`src/rtl/vc_elastic_pipe_stage.sv`:
```
// One slot of the elastic pipeline: a valid bit plus a data register.
// Data only loads on a real message so bubbles never toggle the data path.
module vc_elastic_pipe_stage #(
    parameter int                 p_nbits       = 32,
    parameter logic [p_nbits-1:0] p_reset_value = '0
) (
    input  logic               clk,
    input  logic               reset,
    input  logic               flush,
    input  logic               load,
    input  logic               in_val,
    input  logic [p_nbits-1:0] in_msg,
    output logic               val,
    output logic [p_nbits-1:0] msg
);

    // Flush drops the valid bit but leaves the data register untouched.
    always_ff @(posedge clk) begin
        if (!reset) begin
            val <= 1'b0;
            msg <= p_reset_value;
        end else begin
            if (flush) begin
                val <= 1'b0;
            end else if (load) begin
                val <= in_val;
            end
            if (load && in_val && !flush) begin
                msg <= in_msg;
            end
        end
    end

endmodule

```
`src/rtl/vc_elastic_pipe_reg.sv`:
```
// Multi-stage elastic pipeline register with val/rdy on both sides,
// bubble collapsing, synchronous flush and a registered occupancy count.
module vc_elastic_pipe_reg #(
    parameter int                 p_nbits       = 32,
    parameter int                 p_nstages     = 2,
    parameter logic [p_nbits-1:0] p_reset_value = '0
) (
    input  logic                               clk,
    input  logic                               reset,
    input  logic                               flush,
    input  logic                               enq_val,
    output logic                               enq_rdy,
    input  logic [p_nbits-1:0]                 enq_msg,
    output logic                               deq_val,
    input  logic                               deq_rdy,
    output logic [p_nbits-1:0]                 deq_msg,
    output logic [$clog2(p_nstages+1)-1:0]     count
);

    localparam int c_count_nbits = $clog2(p_nstages + 1);

    logic [p_nstages-1:0] val;
    logic [p_nstages-1:0] rdy;
    logic [p_nstages-1:0] in_val;
    logic [p_nbits-1:0]   in_msg [p_nstages];
    logic [p_nbits-1:0]   data   [p_nstages];
    logic                 enq_fire;
    logic                 deq_fire;

    // A stage is ready when it or any stage downstream of it has a hole,
    // which is the unrolled form of rdy[i] = !val[i] || rdy[i+1].
    always_comb begin
        logic all_full;
        all_full = 1'b1;
        rdy      = '0;
        for (int i = p_nstages - 1; i >= 0; i--) begin
            all_full = all_full & val[i];
            rdy[i]   = deq_rdy | ~all_full;
        end
    end

    assign enq_rdy  = rdy[0] && !flush && reset;
    assign enq_fire = enq_val && enq_rdy;
    assign deq_fire = deq_val && deq_rdy;
    assign deq_val  = val[p_nstages-1];
    assign deq_msg  = data[p_nstages-1];

    for (genvar i = 0; i < p_nstages; i++) begin : g_stage
        if (i == 0) begin : g_head
            assign in_val[i] = enq_fire;
            assign in_msg[i] = enq_msg;
        end else begin : g_body
            assign in_val[i] = val[i-1];
            assign in_msg[i] = data[i-1];
        end

        vc_elastic_pipe_stage #(
            .p_nbits       (p_nbits),
            .p_reset_value (p_reset_value)
        ) u_stage (
            .clk    (clk),
            .reset  (reset),
            .flush  (flush),
            .load   (rdy[i]),
            .in_val (in_val[i]),
            .in_msg (in_msg[i]),
            .val    (val[i]),
            .msg    (data[i])
        );
    end

    // A deq in the flush cycle is still delivered; the count simply restarts at 0.
    always_ff @(posedge clk) begin
        if (!reset || flush) begin
            count <= '0;
        end else begin
            count <= count + c_count_nbits'(enq_fire) - c_count_nbits'(deq_fire);
        end
    end

    always @(posedge clk) begin
        if (reset) begin
            assert (!$isunknown(enq_val));
            assert (!$isunknown(deq_rdy));
            assert (int'(count) == $countones(val));
        end
    end

endmodule

```
`config.mk`:
```
export PLATFORM = sky130hd
export DESIGN_NAME = vc_elastic_pipe_reg
export DESIGN_NICKNAME = d
export VERILOG_FILES = /design/src/rtl/vc_elastic_pipe_stage.sv /design/src/rtl/vc_elastic_pipe_reg.sv
export SDC_FILE = /design/constraint.sdc
export NUM_CORES = 1
export LEC_CHECK = 0
export ABC_AREA = 0
export CORE_MARGIN = 5
export CORE_UTILIZATION = 40
export CTS_CLUSTER_SIZE = 14
export DETAILED_ROUTE_END_ITERATION = 6
export PLACE_DENSITY = 0.7
export SLEW_MARGIN = 25
export SYNTH_ARGS = -nofsm -noshare
export SYNTH_HDL_FRONTEND = slang
export SYNTH_SLANG_ARGS = --single-unit
```
`constraint.sdc`:
```
create_clock -name clk -period 5.4 [get_ports clk]
set_input_delay 1.08 -clock clk [delete_from_list [all_inputs] [get_ports clk]]
set_output_delay 1.08 -clock clk [all_outputs]
set_load 0.03 [all_outputs]
```
==> results.md <==
* Placer Congestion at 0.812
* Netlist cell types at 25
* Worst Tran Pin Value at roughly 0.55 ns
* Pleak at 1.30 nW
* Critical path cell sequence: clkdlybuf4s50_1 > nand2b_1 > a21oi_1 > clkdlybuf4s50_1
* Antenna viol nets, final at 0
* WL/cell at roughly 14 um
* CP arrival at between 2 and 3 ns
* Final wirelength at 6640 um
* CTS tree: done
* Buf+Inv Stages, Crit Path at 2
* Fin. Hold Viols at 0
* Antenna Cells at 0
* Initial antenna violation count at 0
* Largest fanout on the critical path at 5
* Switch share at 0.217
* Vias post-DR at 2406
* Gate power share at 0.077
* Clock Skew at between 0.003 and 0.004 ns
* Ports at 73
* Area delta synth->final at 23.9%
* Crit. End Element: output port
* CTS root buffer: clkbuf_8
* DR iter-0 viols at 120
* Drt first pass iters at 4
* Worst path most repeated cell: clkdlybuf4s50_1
* Nets@finish at between 400 and 500
* Share of cells above drive strength 1 at 0.144
* Mapped Cells at 345
* Sw power at between 200 and 250 uW
* CP Data Required Time at 4.32 ns
* Slowest-stage cell, CP: clkdlybuf4s50_1
* Worst skew pair latency at around 0.34 ns
* #FFs+latches synth at 68
* RSZ-0062 raised after global routing: false
* Die width at 96.9 um
* Internal Power at roughly 860 uW
* Die Height at roughly 97 um
* Maximum vdd drop at around 0.18 mV
* CP peak stage delay at around 0.69 ns
* Via/cell ratio at 5.07
* Yosys warns at 0
* Global-route wire length before repair at 11100 um
* WS Path Type: in -> out
* Critical Path Start Type: input pin
* Status: finished, final reports clean
* Vias in the first global route at 2297
* CP top delay family: buffers and inverters
* Clock network power share at 0.448
* Slew margin rel. at 0.636
* Synth Area per Inst at approximately 8.8 sq um
* CTS Hold Buffers Added at 0
* Number of max-cap violations at 0
* Port bufs at 72
* Clock-pin slew on the worst setup and hold paths at 0.07 ns
* Dpl cell area at 3500 sq um
* Sequential power share at 0.475
* Largest area contributor in the netlist: dfxtp_1
* Fin. max-slew vios at 0
* Core footprint at 7290 sq um
* Largest net degree at the start of global routing at 43
* Gr usage total at 0.144
* Maximum clock insertion buffer count at 2
* Fin crit period at 3.71 ns
* Yosys top cell area share at 0.450
* Setup tns final at 0 ns
* Drt drc at 0
* Total CTS buffers at 9
* Tot Pwr at 1.10 mW
* Final setup vio count at 0
* Synth area leaders: dfxtp_1 45%, nand3_1 11%, buf_4 8.4%
* Site row count at 31
* Post-Layout Inst Area at 3740 sq um
* Hpwl dp at 4320 um
* PwrDens at 295 nW/um^2
* # Post-CTS Setup Buffers at 0
* Synth Net Count at ~380
* GRT Residual Overflow at 0
* Initial core utilization at 0.415
* DIE AREA at 9400 sq um
* Period utilisation layout at 0.688
* Hold Crit Class: reg -> reg
* Mapped Area at between 3000 and 4000 sq um
* CTS Sinks at 68
* Post-CTS Resized at 0
* H-tree Lvls at 3
* Sequential share of the synthesized area at 0.450
* Fmax at approximately 270 MHz
==> per-stage QoR <==
step / instances / util / setup WS [ns] / hold slack (ns)
3_5_place_dp: 460 / 0.481 / 1.64 / 0.449
4_1_cts: 475 / 0.513 / 1.67 / 0.464
3_3_place_gp: 460 / 0.481 / 1.69 / 0.447
5_1_grt: 475 / 0.514 / 1.59 / 0.481
6_report: 475 / 0.514 / 1.69 / 0.462
2_1_floorplan: 345 / - / 2.36 / 0.436
==> layout make-up <==
cell class | instances | area (sq um)
Sequential cell | 68 | 1360
Tap cell | 99 | 124
Clock inverter | 6 | 114
Fill cell | 724 | 3550
Timing Repair Buffer | 78 | 761
Multi-Input combinational cell | 211 | 1250
Clock buffer | 9 | 124
Inverter | 4 | 15.0
==> state kept, by name, summed over array words and instances (netlist names) <==
signal	flops
g_stage.u_stage.val	2
count	2
g_stage.u_stage.msg	64
==> worst register-to-register path, stage by stage, from the launching register on <==
cell and delay, ns:
dfxtp_1 0.36, nand3b_1 0.10, buf_4 0.32, and2_4 0.58
inv_1 0.10, ha_1 0.30, inv_1 0.05, ha_1 0.14
xor2_1 0.18, xnor2_1 0.14, nor2_1 0.05
==> cell families after synthesis <==
group           after synthesis  share of synthesized area
simple gates                109                      0.172
xor+xnor                      2                    0.00580
compound gates               98                      0.225
fa+ha+maj                     2                    0.00828
buf+inv                      66                      0.139
flops                        68                      0.450
==> cell usage after synthesis <==
master and number:
nor2_1 4, nand2b_1 3, nand2_1 32, buf_6 4
a21boi_1 16, a21boi_0 16, xnor2_1 1, nand3_1 64
buf_2 10, and2_4 1, xor2_1 1, and2_1 1
dfxtp_1 68, a21oi_1 2, and3b_1 1, inv_1 4
nor2b_1 1, and2b_1 1, clkbuf_1 12, buf_4 34
o21ai_0 35, ha_1 2, clkbuf_2 2, nand3b_1 1
o21ai_2 29
==> cell usage in the layout (no fill, tap or decap), types with 2 or more instances in the layout <==
cell type,Yosys,layout
clkdlybuf4s50_1,0,71
dfxtp_1,68,68
nand3_1,64,64
o21ai_0,35,35
nand2_1,32,32
o21ai_2,29,29
a21boi_1,16,16
a21boi_0,16,16
clkbuf_8,0,9
buf_4,34,6
inv_1,4,4
nor2_1,4,4
bufinv_16,0,3
nand2b_1,3,2
a21oi_1,2,2
ha_1,2,2
clkinvlp_4,0,2
==> layer usage <==
layer | GRT usage | part of all wire
met5 | 0 | 0
met2 | 0.215 | 0.45
met1 | 0.188 | 0.47
met4 | 0.0432 | 0.015
met3 | 0.0633 | 0.060
==> power groups by stage <==
stage | Combinational, mW | Clock (mW) | Sequential (mW)
3_3_place_gp | 0.0847 | 0 | 0.535
2_1_floorplan | 0.0495 | 0 | 0.535
5_1_grt | 0.0923 | 0.533 | 0.527
4_1_cts | 0.0855 | 0.510 | 0.525
3_5_place_dp | 0.0853 | 0 | 0.536
6_report | 0.0850 | 0.494 | 0.525
==> final timing paths <==
path	to	slack, ns	start	cells after the start
worst max-delay path	enq_rdy	1.69	flush	4
worst min-delay path	g_stage[0].u_stage.msg[13]	0.46	g_stage[0].u_stage.msg[13]	2
worst max register to register	count[1]	2.95	g_stage[0].u_stage.val	10
worst min register to register	g_stage[0].u_stage.msg[13]	0.46	g_stage[0].u_stage.msg[13]	2
No activity file was read; power rests on OpenSTA's default activity.
